<file path="config.mk">
export PLATFORM = sky130hd
export DESIGN_NAME = vic_priority_dispatcher
export DESIGN_NICKNAME = d
export VERILOG_FILES = /design/src/rtl/vic_pkg.sv /design/src/rtl/vic_prio_tree.sv /design/src/rtl/vic_priority_dispatcher.sv
export SDC_FILE = /design/constraint.sdc
export NUM_CORES = 1
export LEC_CHECK = 0
export BUFFER_PORTS_ARGS = -buffer_cell sky130_fd_sc_hd__buf_2
export CAP_MARGIN = 20
export CORE_UTILIZATION = 30
export CTS_BUF_LIST = sky130_fd_sc_hd__clkbuf_4
export CTS_CLUSTER_DIAMETER = 40
export CTS_CLUSTER_SIZE = 12
export DETAILED_ROUTE_END_ITERATION = 10
export PLACE_DENSITY_LB_ADDON = 0.08
export SLEW_MARGIN = 20
export SYNTH_ARGS = -nofsm -noshare
export SYNTH_HDL_FRONTEND = slang
export SYNTH_SLANG_ARGS = --single-unit
</file>
<file path="constraint.sdc">
create_clock -name clk -period 44.6 [get_ports clk]
set_clock_uncertainty 0.15 [all_clocks]
set_input_delay 6.69 -clock clk [delete_from_list [all_inputs] [get_ports clk]]
set_output_delay 6.69 -clock clk [all_outputs]
set_load 0.01 [all_outputs]
</file>
<file path="src/rtl/vic_pkg.sv">
// Shared VIC constants and types: register-file geometry, source count, dispatcher states.
// Latency: n/a (declarations only).
// Backpressure: n/a.
package vic_pkg;

  // Register-file geometry, shared with the VIC configuration register file.
  localparam int CONFREG_WIDTH = 4;
  localparam int ARRAY_LENGTH  = 32;
  localparam int ENA_INDEX     = 31;

  // One register-file entry per source, plus the global enable entry.
  localparam int NUM_SRC    = ARRAY_LENGTH - 1;
  localparam int PRIO_WIDTH = CONFREG_WIDTH;
  localparam int ID_WIDTH   = 5;

  typedef enum logic [1:0] {
    IDLE    = 2'd0,
    OFFER   = 2'd1,
    SERVICE = 2'd2
  } vic_state_e;

endpackage

</file>
<file path="src/rtl/vic_prio_tree.sv">
// Picks the highest-priority eligible source; ties go to the lowest index.
// Latency: purely combinational, zero cycles.
// Backpressure: none; the result is recomputed from the inputs every cycle.
//   eligible_i : per-source eligibility (pending, unmasked, globally enabled)
//   prio_i     : packed priorities, source i at [4i+3:4i]
//   valid_o/id_o/prio_o : winner present, its index and its priority
module vic_prio_tree
  import vic_pkg::*;
(
  input  logic [NUM_SRC-1:0]            eligible_i,
  input  logic [NUM_SRC*PRIO_WIDTH-1:0] prio_i,
  output logic                          valid_o,
  output logic [ID_WIDTH-1:0]           id_o,
  output logic [PRIO_WIDTH-1:0]         prio_o
);

  logic                  best_vld;
  logic [ID_WIDTH-1:0]   best_id;
  logic [PRIO_WIDTH-1:0] best_prio;
  logic [PRIO_WIDTH-1:0] cand;

  // Scanning upward with a strict compare keeps the earliest (lowest) index
  // on equal priorities.
  always_comb begin
    best_vld  = 1'b0;
    best_id   = '0;
    best_prio = '0;
    cand      = '0;
    for (int i = 0; i < NUM_SRC; i++) begin
      cand = prio_i[i*PRIO_WIDTH +: PRIO_WIDTH];
      if (eligible_i[i] && (!best_vld || (cand > best_prio))) begin
        best_vld  = 1'b1;
        best_id   = ID_WIDTH'(i);
        best_prio = cand;
      end
    end
  end

  assign valid_o = best_vld;
  assign id_o    = best_id;
  assign prio_o  = best_prio;

endmodule

</file>
<file path="src/rtl/vic_priority_dispatcher.sv">
// Captures interrupt edges, selects the top eligible source and runs the offer/ack/eoi handshake.
// Latency: edge -> pending 1 cycle, -> best 2 cycles, -> o_irq 3 cycles; config change -> o_irq 2 cycles.
// Backpressure: an offer is held until i_ack; no new offer is made while a source is in service.
//   clk, rst (async, active-low)
//   i_irq       : level request lines, rising edge sets pending
//   i_buffer    : per-source priorities (0 = masked), i_enable : global enable
//   i_ack/i_eoi : CPU acknowledge / end-of-interrupt
//   o_irq, o_irq_id, o_irq_prio, o_active, o_pending : registered status to the CPU
module vic_priority_dispatcher
  import vic_pkg::*;
(
  input  logic                          clk,
  input  logic                          rst,
  input  logic [NUM_SRC-1:0]            i_irq,
  input  logic [NUM_SRC*PRIO_WIDTH-1:0] i_buffer,
  input  logic                          i_enable,
  input  logic                          i_ack,
  input  logic                          i_eoi,
  output logic                          o_irq,
  output logic [ID_WIDTH-1:0]           o_irq_id,
  output logic [PRIO_WIDTH-1:0]         o_irq_prio,
  output logic                          o_active,
  output logic [NUM_SRC-1:0]            o_pending
);

  logic [NUM_SRC-1:0]    irq_q;
  logic                  cap_en_q;
  logic [NUM_SRC-1:0]    pending_q, pending_d;
  logic [NUM_SRC-1:0]    edge_set, ack_clr, eligible;

  logic                  tree_vld;
  logic [ID_WIDTH-1:0]   tree_id;
  logic [PRIO_WIDTH-1:0] tree_prio;
  logic                  best_valid_q;
  logic [ID_WIDTH-1:0]   best_id_q;
  logic [PRIO_WIDTH-1:0] best_prio_q;

  vic_state_e            state_q, state_d;
  logic [ID_WIDTH-1:0]   id_q, id_d;
  logic [PRIO_WIDTH-1:0] prio_q, prio_d;
  logic                  irq_out_q, active_q;
  logic                  ack_take;

  // cap_en_q stays low for the first clock after reset so that a line already
  // high at release only loads irq_q and is not mistaken for a rising edge.
  assign edge_set  = i_irq & ~irq_q & {NUM_SRC{cap_en_q}};
  assign ack_clr   = ack_take ? (NUM_SRC'(1) << id_q) : '0;
  // A new edge on the source being acknowledged wins over the clear.
  assign pending_d = (pending_q & ~ack_clr) | edge_set;

  always_comb begin
    eligible = '0;
    for (int i = 0; i < NUM_SRC; i++) begin
      eligible[i] = pending_q[i] && (i_buffer[i*PRIO_WIDTH +: PRIO_WIDTH] != '0) && i_enable;
    end
  end

  vic_prio_tree u_prio_tree (
    .eligible_i (eligible),
    .prio_i     (i_buffer),
    .valid_o    (tree_vld),
    .id_o       (tree_id),
    .prio_o     (tree_prio)
  );

  always_comb begin
    state_d  = state_q;
    id_d     = id_q;
    prio_d   = prio_q;
    ack_take = 1'b0;
    case (state_q)
      IDLE: begin
        if (best_valid_q) begin
          state_d = OFFER;
          id_d    = best_id_q;
          prio_d  = best_prio_q;
        end
      end
      OFFER: begin
        // Ack refers to whatever is on o_irq_id now, so it beats withdraw/re-latch.
        if (i_ack) begin
          ack_take = 1'b1;
          state_d  = SERVICE;
        end else if (!best_valid_q) begin
          state_d = IDLE;
        end else if (best_prio_q > prio_q) begin
          id_d   = best_id_q;
          prio_d = best_prio_q;
        end
      end
      SERVICE: begin
        if (i_eoi) begin
          state_d = IDLE;
        end
      end
      default: state_d = IDLE;
    endcase
  end

  always_ff @(posedge clk or negedge rst) begin
    if (!rst) begin
      irq_q        <= '0;
      cap_en_q     <= 1'b0;
      pending_q    <= '0;
      best_valid_q <= 1'b0;
      best_id_q    <= '0;
      best_prio_q  <= '0;
      state_q      <= IDLE;
      id_q         <= '0;
      prio_q       <= '0;
      irq_out_q    <= 1'b0;
      active_q     <= 1'b0;
    end else begin
      irq_q        <= i_irq;
      cap_en_q     <= 1'b1;
      pending_q    <= pending_d;
      best_valid_q <= tree_vld;
      best_id_q    <= tree_id;
      best_prio_q  <= tree_prio;
      state_q      <= state_d;
      id_q         <= id_d;
      prio_q       <= prio_d;
      irq_out_q    <= (state_d == OFFER);
      active_q     <= (state_d == SERVICE);
    end
  end

  assign o_irq      = irq_out_q;
  assign o_irq_id   = id_q;
  assign o_irq_prio = prio_q;
  assign o_active   = active_q;
  assign o_pending  = pending_q;

endmodule

</file>
After elaboration in Yosys (flattened, before gate mapping)

Index checks and enable logic that the tools add are counted.

Order comparisons: 31
Equality and inequality tests: 8
Shift-type cells: 1
Mux-type cells: 110
Bitwise operators: 6
Reductions and logical operators: 186

Operator list:

| operator                                                           | count |
|---|---|
| 4-bit 2-to-1 mux                                                   | 43 |
| 4-bit > comparator                                                 | 31 |
| 4-bit nonzero test                                                 | 31 |
| 5-bit 2-to-1 mux                                                   | 19 |
| 31-bit AND                                                         | 3 |
| 1-bit logical AND                                                  | 92 |
| 31-bit NOT                                                         | 2 |
| 1-bit 2-to-1 mux                                                   | 34 |
| 31-bit 2-to-1 mux                                                  | 1 |
| 31-bit OR                                                          | 1 |
| 1-bit by 5-bit << shifter with 31-bit output, first input constant | 1 |
| 1-bit logical NOT                                                  | 30 |
| 1-bit logical OR                                                   | 30 |
| 2-bit 2-to-1 mux                                                   | 6 |
| 3-bit 2-to-1 mux                                                   | 4 |
| 5-bit case mux with 2 select lines                                 | 1 |
| 2-bit != test, second input constant                               | 4 |
| 4-bit case mux with 2 select lines                                 | 1 |
| 2-bit case mux with 3 select lines                                 | 1 |
| 5-bit AND reduction                                                | 1 |
| 2-bit by 1-bit == test with 1-bit output, second input constant    | 2 |
| 2-bit == test, second input constant                               | 2 |
| 2-bit logical NOT                                                  | 1 |
| 2-bit nonzero test                                                 | 1 |

Register bits after elaboration: 86
Input port bits: 160
Output and inout bits: 42
Logic and storage cells: 353

Depth between registers and ports, before layout

Gate-level depths: netlist (run 1).

Word-level depth: 124
Depth in mapped cells: 282
Gate-level depth less buffers: 272

Hierarchy

A second synthesis (run 1) with hierarchy kept.

Cells, all modules: 1306
Area total of the unflattened synthesis: 10199.8 um^2

Modules (own cells, without submodules):

| module                  | instances | cells an instance | area an instance (um^2) | seq. area each (um^2) |
|---|---|---|---|---|
| vic_prio_tree           | 1         | 971               | 6672.6                  | 0.0 |
| vic_priority_dispatcher | 1         | 335               | 3527.1                  | 2152.1 |

Worst setup path after synthesis (run 1)

Ideal clock, no wire load.

Path type: input-to-reg
From: input i_enable
To: register best_id_q[3]
Setup time: 0.135 ns
Arrival: 51.572 ns
Data required time: 44.315 ns
Slack: -7.258 ns
Cell stages on the path: 250
Path buffers: 11
Cells stage by stage: buf_4 -> buf_2 -> clkbuf_1 -> and3_1 -> ha_1 -> nor2b_1 -> o211ai_1 -> a21oi_1 -> o21ai_0 -> mux2_2 -> ha_1 -> nor2b_1 -> o211ai_1 -> a21oi_1 -> o21bai_1 -> clkbuf_1 -> nor2_1 -> a21oi_1 -> [214 not listed] -> nor2b_1 -> o21ai_0 -> nand2b_1 -> a21oi_1 -> a41oi_1 -> o21bai_1 -> nand2_1 -> o21ai_1 -> ha_1 -> nor2b_1 -> o21ai_0 -> nand2b_1 -> a21oi_1 -> a41o_1 -> a21o_1 -> clkbuf_1 -> nor2b_1 -> nand3_1

Word-level cells in the longest chain between the ends: 122
Elaborated cells on any way between the ends: 234
Classes of those cells: order compare (30); mux (83); reduce/logical (121)

Ends and longest elaborated chain:

| item                                                           | RTL line                       | source |
|---|---|---|
| start: declaration                                             | vic_priority_dispatcher.sv:16  | `input logic i_enable,` |
| 1-bit logical AND                                              | vic_priority_dispatcher.sv:54  | `eligible[i] = pending_q[i] && (i_buffer[i*PRIO_WIDTH +: PRIO_WIDTH] != '0) && i_enable;` |
| 4-bit 2-to-1 mux / 1-bit 2-to-1 mux (equally long branches)    | vic_prio_tree.sv:31            | `if (eligible_i[i] && (!best_vld \|\| (cand > best_prio))) begin` |
| 4-bit > comparator / 1-bit logical NOT (equally long branches) | vic_prio_tree.sv:31            |  |
| 1-bit logical OR                                               | vic_prio_tree.sv:31            |  |
| 1-bit logical AND                                              | vic_prio_tree.sv:31            |  |
| 4-bit 2-to-1 mux / 1-bit 2-to-1 mux (equally long branches)    | vic_prio_tree.sv:31            |  |
| 4-bit > comparator / 1-bit logical NOT (equally long branches) | vic_prio_tree.sv:31            |  |
| 1-bit logical OR                                               | vic_prio_tree.sv:31            |  |
| [107 not listed]                                               | --                             |  |
| 1-bit logical OR                                               | vic_prio_tree.sv:31            |  |
| 1-bit logical AND                                              | vic_prio_tree.sv:31            |  |
| 4-bit 2-to-1 mux / 1-bit 2-to-1 mux (equally long branches)    | vic_prio_tree.sv:31            |  |
| 4-bit > comparator / 1-bit logical NOT (equally long branches) | vic_prio_tree.sv:31            |  |
| 1-bit logical OR                                               | vic_prio_tree.sv:31            |  |
| 1-bit logical AND                                              | vic_prio_tree.sv:31            |  |
| 5-bit 2-to-1 mux *                                             | vic_prio_tree.sv:31            |  |
| named net tree_id[3]                                           | vic_priority_dispatcher.sv:32  | `logic [ID_WIDTH-1:0] tree_id;` |
| end signal: assignment                                         | vic_priority_dispatcher.sv:118 | `best_id_q <= tree_id;` |
| end: declaration                                               | vic_priority_dispatcher.sv:35  | `logic [ID_WIDTH-1:0] best_id_q;` |

Mark *: on every way through the listed nets, which the timed path passes. The rest lies on a longest branch.
A chain may end at the register's enable or synchronous reset.

Final worst setup path (run 1)

From: input i_enable
To: register best_prio_q[3]

Word-level cells in the longest chain between the ends: 122
Elaborated cells on any way between the ends: 212
Classes of those cells: order compare (30); mux (61); reduce/logical (121)

Ends and longest elaborated chain:

| item                                                           | RTL line                       | source |
|---|---|---|
| 1-bit logical AND                                              | vic_priority_dispatcher.sv:54  |  |
| 4-bit 2-to-1 mux / 1-bit 2-to-1 mux (equally long branches)    | vic_prio_tree.sv:31            |  |
| 4-bit > comparator / 1-bit logical NOT (equally long branches) | vic_prio_tree.sv:31            |  |
| 1-bit logical OR                                               | vic_prio_tree.sv:31            |  |
| 1-bit logical AND                                              | vic_prio_tree.sv:31            |  |
| 4-bit 2-to-1 mux / 1-bit 2-to-1 mux (equally long branches)    | vic_prio_tree.sv:31            |  |
| 4-bit > comparator / 1-bit logical NOT (equally long branches) | vic_prio_tree.sv:31            |  |
| 1-bit logical OR                                               | vic_prio_tree.sv:31            |  |
| [107 not listed]                                               | --                             |  |
| 1-bit logical OR                                               | vic_prio_tree.sv:31            |  |
| 1-bit logical AND                                              | vic_prio_tree.sv:31            |  |
| 4-bit 2-to-1 mux / 1-bit 2-to-1 mux (equally long branches)    | vic_prio_tree.sv:31            |  |
| 4-bit > comparator / 1-bit logical NOT (equally long branches) | vic_prio_tree.sv:31            |  |
| 1-bit logical OR                                               | vic_prio_tree.sv:31            |  |
| 1-bit logical AND                                              | vic_prio_tree.sv:31            |  |
| 4-bit 2-to-1 mux *                                             | vic_prio_tree.sv:31            |  |
| named net tree_prio[3]                                         | vic_priority_dispatcher.sv:33  | `logic [PRIO_WIDTH-1:0] tree_prio;` |
| end signal: assignment                                         | vic_priority_dispatcher.sv:119 | `best_prio_q <= tree_prio;` |
| end: declaration                                               | vic_priority_dispatcher.sv:36  | `logic [PRIO_WIDTH-1:0] best_prio_q;` |

Marks and branches as above.

==> flow_metrics.env, run 1 <==
export IMPL_placed_cells=2322
export IMPL_clockBufferDepth=2
export IMPL_maxCapViolCount=0
export IMPL_die_w_um=186.8
export IMPL_async_flop_share=1.000
export IMPL_via_per_inst=5.174
export IMPL_cts_tree="yes"
export IMPL_synth_compound_area_share=0.3090
export IMPL_grt_pass1_wl_um=63490
export IMPL_synthSimpleGateAreaFrac=0.2678
export IMPL_boundaryPins=202
export IMPL_antenna_found_initial=7
export IMPL_avgSynthCellArea_um2=7.572
export IMPL_via_count=12780
export IMPL_crit_type="in2reg"
export IMPL_drive_above_1_share=0.5231
export IMPL_synthMuxAreaShare=0.03151
export IMPL_fmax_mhz=20.68
export IMPL_clkTransAtPathRegs_ns=0.14
export IMPL_numCtsBuffers=9
export IMPL_die_area_mm2=0.03489
export IMPL_setup_violations=9
export IMPL_finalCritPeriodShare=1.084
export IMPL_status="finished, violations left"
export IMPL_synth_xor_area_share=0
export IMPL_dp_hpwl_um=32510
export IMPL_fin_nets=2274
export IMPL_grt_max_degree=51
export IMPL_use_met2=0.3951
export IMPL_rsz0062_at_grt="true"
export IMPL_port_buffer_count=201
export IMPL_relSlewSlack=0.5725
export IMPL_final_hold_viol_count=0
export IMPL_start_util=0.3055
export IMPL_worst_pin_slew_ns=0.6413
export IMPL_ys_ff_latch=86
export IMPL_cp_slowest_cell="or3_4"
export IMPL_core_area_mm2=0.03353
export IMPL_endpoint_kind="flop"
export IMPL_synthFlopType="dfrtp_1"
export IMPL_syn_nets=1615
export IMPL_syn_instance_count=1353
export IMPL_wl_per_cell_um=16.80
export IMPL_synth_area_mm2=0.01024
export IMPL_antenna_left=0
export IMPL_grt_use_total=0.2238
export IMPL_clockRootBuffer="clkbuf_4"
export IMPL_clk_latency_ns=0.43
export IMPL_synth_top_family_by_area="compound AO/OA/AOI/OAI gates"
export IMPL_cp_common_cell="a21oi_2"
export IMPL_wirelength_um=41500
export IMPL_grt_overflow=0
export IMPL_hold_class="reg2reg"
export IMPL_min_period_ns=48.37
export IMPL_synth_edf_count=0
export IMPL_violations="negative setup slack"
export IMPL_start_kind="primary input"
export IMPL_cts_sinks=86
export IMPL_grt_busiest_layer="met2"
export IMPL_nFillCells=3269
export IMPL_rows=67
export IMPL_dr_pass1_iters=7
export IMPL_grt_pass1_vias=12300
export IMPL_use_met1=0.2928
export IMPL_htreeDepth=3
export IMPL_gp_routability_congestion=0.8878
export IMPL_cp_required_ns=44.79
export IMPL_drv_slew=0
export IMPL_yosysWarnings=0
export IMPL_path_max_fanout=8
export IMPL_fin_ws_ns=-3.767
export IMPL_yosysUniqueCellTypes=101
export IMPL_area_delta_synth_final_pct=70.59
export IMPL_crit_arrival_ns=48.56
export IMPL_slowest_delay_ns=0.46
export IMPL_initialDrtViolationCount=571
export IMPL_use_met3=0.02464
export IMPL_drc=0
export IMPL_synth_adder_area_share=0.1285
export IMPL_ys_seq_area_frac=0.2101
export IMPL_stdcell_count=2470
export IMPL_die_h_um=186.8
## final cells by class
class / instances / area [um^2] / area share
Clock buffer: 9 / 67.56 / 0.003866
Clock inverter: 7 / 71.32 / 0.004081
Antenna cell: 5 / 12.51 / 0.0007159
Timing Repair Buffer: 675 / 4648 / 0.2660
Sequential cell: 86 / 2152 / 0.1231
Inverter: 111 / 421.7 / 0.02413
Tap cell: 448 / 560.5 / 0.03207
Multi-Input combinational cell: 1129 / 9543 / 0.5460
## worst paths after layout
kind                                   startpoint                        end  slack [ns]  cells past startpoint
setup reg to reg           o_pending[0]$_DFF_PN0_   best_prio_q[3]$_DFF_PN0_        2.06                    255
setup / recovery                         i_enable   best_prio_q[3]$_DFF_PN0_       -3.77                    256
max in group asynchronous                     rst  o_irq_prio[0]$_DFFE_PN0P_       37.21                      2
min in group asynchronous                     rst  o_irq_prio[2]$_DFFE_PN0P_        6.04                      1
hold / removal                irq_q[29]$_DFF_PN0_    o_pending[29]$_DFF_PN0_        0.29                      1
hold reg to reg               irq_q[29]$_DFF_PN0_    o_pending[29]$_DFF_PN0_        0.29                      1
## sequential cells by signal (all words and copies together) (netlist names)
register      flops
best_id_q         5
best_prio_q       4
best_valid_q      1
cap_en_q          1
irq_q            31
o_active          1
o_irq             1
o_irq_id          5
o_irq_prio        4
o_pending        31
state_q           2
## kinds of logic (layout without fill, tap and decap cells)
family,count (synthesis),in the layout
AO/OA/AOI/OAI,465,465
adder cells (fa/ha/maj),106,106
buffers and inverters,138,802
flip-flops,86,86
multiplexers,30,30
other,1,6
AND/OR/NAND/NOR,527,527
## worst max-delay path: cells and delay by family
family / cells / cell delay, ns
AND/OR/NAND/NOR: 62 / 7.67
AO/OA/AOI/OAI: 119 / 19.26
multiplexers: 10 / 2.69
buffers and inverters: 31 / 3.20
adder cells (fa/ha/maj): 34 / 8.89
## metal layers
layer / part of all wire / vias to the layer above
li1: - / 6403
met5: 0.00053 / -
met2: 0.50 / 208
met4: 0.016 / 4
met1: 0.46 / 6125
met3: 0.029 / 40
## repair_timing
item | in CTS | in global routing
resized for setup | 136 | 170
hold buffers | 0 | 0
buffers inserted | 89 | 38
setup endpoints to repair | 9 | 9
pin swaps | 102 | 167
## cell usage after synthesis, types with 5 or more instances
library cell    n  area share
o21bai_1        6      0.0044
a211oi_1        6      0.0044
nand2b_1       14      0.0085
mux2_2         14       0.015
or3_1           8      0.0049
nand3_1        44       0.021
a211o_1         7      0.0060
o221ai_1        5      0.0043
clkbuf_1       20      0.0073
nor2_1         92       0.034
o21ai_1         8      0.0039
o211ai_1       17       0.012
nor2b_1        29       0.018
inv_1         110       0.040
nand4_1        12      0.0073
a22oi_1         7      0.0051
nand3b_1       33       0.024
nor4_1         20       0.012
a31oi_1        18       0.011
dfrtp_1        86        0.21
nor3_1         19      0.0093
o31ai_1        13      0.0095
a21oi_1       109       0.053
and4_1          6      0.0051
or2_2           9      0.0055
o311ai_0        8      0.0068
a21boi_0        9      0.0066
o21a_1         20       0.015
mux2i_1        15       0.015
and3_1         17       0.010
ha_1          102        0.12
o22ai_1        10      0.0061
or4_1          15       0.011
a21o_1         15       0.011
and2_1         21       0.013
nand2_1       162       0.059
o31a_1          9      0.0077
a31o_1          5      0.0043
o211a_1         5      0.0049
o21ai_0       111       0.054
o311a_1         5      0.0049
## layout by cell type, fill, tap and decap left out, drive strengths merged, types with 8 or more instances in the layout
| cell type | instances |
|---|---|
| a31o | 8 |
| nand3b | 33 |
| a21boi | 13 |
| a31oi | 20 |
| o31ai | 15 |
| nand3 | 45 |
| a21o | 15 |
| mux2 | 15 |
| nand4 | 13 |
| ha | 102 |
| or4 | 15 |
| nor4 | 23 |
| o22ai | 10 |
| a21oi | 112 |
| a211oi | 10 |
| buf | 675 |
| or3 | 8 |
| o21ai | 120 |
| nand2b | 14 |
| nor2 | 92 |
| o31a | 9 |
| o211ai | 19 |
| mux2i | 15 |
| o21a | 20 |
| or2 | 13 |
| nand2 | 162 |
| clkbuf | 9 |
| inv | 113 |
| nor3 | 19 |
| and2 | 23 |
| and3 | 17 |
| dfrtp | 86 |
| nor2b | 29 |
| o311ai | 10 |
## through the flow
stage | utilization | hold slack, ns | setup WS, ns | cell area (um^2) | setup TNS, ns
3_5_place_dp | 0.4445 | 0.2764 | -5.568 | 14910 | -49.39
2_1_floorplan | - | 0.2603 | -3.420 | 10930 | -30.18
3_3_place_gp | 0.4445 | 0.2756 | -5.281 | 14910 | -46.84
5_1_grt | 0.5212 | 0.3368 | -6.320 | 17480 | -56.29
6_report | 0.5212 | 0.2888 | -3.767 | 17480 | -33.25
4_1_cts | 0.4878 | 0.2899 | -3.004 | 16360 | -26.31
Power of run 1 is not shown: default switching activity piles up to over one toggle a cycle in this logic, so the estimate is an artifact.
==> inputs of run 2 (changes only) <==
GPL_TIMING_DRIVEN = 0   (was not set)
==> run 2 against run 1 <==
Against the previous run: the flow still finishes with violations (negative setup slack); register-to-register slack got worse by 0.98 ns; via count shrank 4.4%; first-iteration DRC count rose by 11%; flip-flop and latch count unchanged; largest cell class unchanged; routed wire length is 0.24% lower; highest routed layer unchanged; die area did not move; core utilization shrank 3.3 points; global-route usage up 0.11 points; hold slack gained 0.0033 ns; final cell count is 8.7% lower.
==> flow_metrics.env, run 2 (same netlist as run 1, synthesis figures left out) <==
export IMPL_initialDrtViolationCount=634
export IMPL_cp_required_ns=44.77
export IMPL_grt_pass1_vias=11940
export IMPL_dp_hpwl_um=30830
export IMPL_path_max_fanout=7
export IMPL_fin_nets=2058
export IMPL_via_count=12210
export IMPL_antenna_left=0
export IMPL_die_w_um=186.8
export IMPL_crit_type="in2reg"
export IMPL_crit_arrival_ns=49.74
export IMPL_grt_overflow=0
export IMPL_clkTransAtPathRegs_ns=0.14
export IMPL_boundaryPins=202
export IMPL_htreeDepth=3
export IMPL_port_buffer_count=199
export IMPL_fmax_mhz=20.18
export IMPL_start_util=0.3055
export IMPL_grt_pass1_wl_um=63400
export IMPL_cp_slowest_cell="or3_1"
export IMPL_hold_buffers=0
export IMPL_drive_above_1_share=0.4703
export IMPL_finalCritPeriodShare=1.111
export IMPL_fin_ws_ns=-4.964
export IMPL_clockBufferDepth=2
export IMPL_cts_tree="yes"
export IMPL_grt_max_degree=54
export IMPL_start_kind="primary input"
export IMPL_grt_use_total=0.2249
export IMPL_clockRootBuffer="clkbuf_4"
export IMPL_hold_class="reg2reg"
export IMPL_via_per_inst=5.413
export IMPL_dr_pass1_iters=5
export IMPL_area_delta_synth_final_pct=59.67
export IMPL_worst_pin_slew_ns=0.8241
export IMPL_cts_sinks=86
export IMPL_pre_cts_ws_ns=-10.53
export IMPL_final_cell_mix="buf_4 (211), buf_2 (199), nand2_1 (142)"
export IMPL_maxCapViolCount=0
export IMPL_gp_routability_congestion=0.9097
export IMPL_wirelength_um=41400
export IMPL_rows=67
export IMPL_wl_per_cell_um=18.35
export IMPL_numCtsBuffers=9
export IMPL_relSlewSlack=0.4419
export IMPL_rr_worst_depth=257
export IMPL_status="finished, violations left"
export IMPL_slowest_delay_ns=0.41
export IMPL_drv_slew=0
export IMPL_clk_latency_ns=0.42
export IMPL_setup_violations=9
export IMPL_final_common_cell="buf_4"
export IMPL_final_hold_viol_count=0
export IMPL_rsz0062_at_grt="true"
export IMPL_endpoint_kind="flop"
export IMPL_violations="negative setup slack"
export IMPL_drc=0
export IMPL_antenna_found_initial=10
export IMPL_core_area_mm2=0.03353
export IMPL_die_h_um=186.8
export IMPL_die_area_mm2=0.03489
export IMPL_hold_depth=1
export IMPL_cp_common_cell="ha_4"
export IMPL_min_period_ns=49.56
==> run 2: changes by cell type in the layout (fill, tap and decap cells not counted), moves of 7 or more <==
cell | previous run | this run
a21oi_1 | 45 | 38
a21oi_4 | 5 | 19
nor2_2 | 13 | 3
clkbuf_1 | 0 | 12
buf_4 | 455 | 211
a21oi_2 | 62 | 55
==> run 2: critical path: cells and delay by family <==
| kind | cells | cell delay (ns) |
|---|---|---|
| mux | 10 | 2.61 |
| fa+ha+maj | 32 | 8.68 |
| simple gates | 57 | 7.20 |
| compound gates | 118 | 19.45 |
| buf+inv | 42 | 5.04 |
==> run 2: final timing paths <==
kind / from / end / slack [ns]
worst min register to register: irq_q[29]$_DFF_PN0_ / o_pending[29]$_DFF_PN0_ / 0.29
max in group asynchronous: rst / o_pending[13]$_DFF_PN0_ / 37.74
worst min-delay path: irq_q[29]$_DFF_PN0_ / o_pending[29]$_DFF_PN0_ / 0.29
worst max-delay path: i_enable / best_prio_q[1]$_DFF_PN0_ / -4.96
worst max register to register: o_pending[0]$_DFF_PN0_ / best_prio_q[1]$_DFF_PN0_ / 1.08
min in group asynchronous: rst / o_irq_prio[1]$_DFFE_PN0P_ / 5.98
==> run 2: area by class of cell <==
cell class / count / area [um^2]
well taps: 448 / 560.5
inverters: 111 / 419.2
multi-input cells: 1130 / 9970
clock inverters: 4 / 23.77
fillers: 3331 / 17170
repair buffers: 432 / 2890
diodes: 7 / 17.52
clock buffers: 12 / 90.09
plain buffers: 26 / 235.2
flip-flops and latches: 86 / 2152
==> run 2: timing repair <==
item                                    CTS  global route
gates cloned                              3             0
setup buffers                           168            64
gates resized for setup                 235           152
endpoints found under the hold margin     0             0
pin swaps                               184           189
endpoints found under the setup margin    9             9
==> run 2: per-layer routing <==
layer,global-route usage,wire length [um]
met1,0.2893,18390
met2,0.3924,20380
met3,0.02370,1606
met4,0.07125,978
met5,0,36
==> run 2: per-stage QoR <==
step	setup TNS [ns]	instance area (um^2)	cells	hold WS [ns]	utilization
after floorplan	-30.18	10930	1353	0.2603	-
after global placement	-92.17	12480	2000	0.2683	0.3722
after detailed placement	-93.64	12520	2001	0.2906	0.3732
after CTS	-42.87	15140	2187	0.2937	0.4514
after global routing	-63.35	16360	2255	0.3022	0.4878
final	-43.50	16360	2256	0.2921	0.4878
Power of run 2 is left out for the same reason.
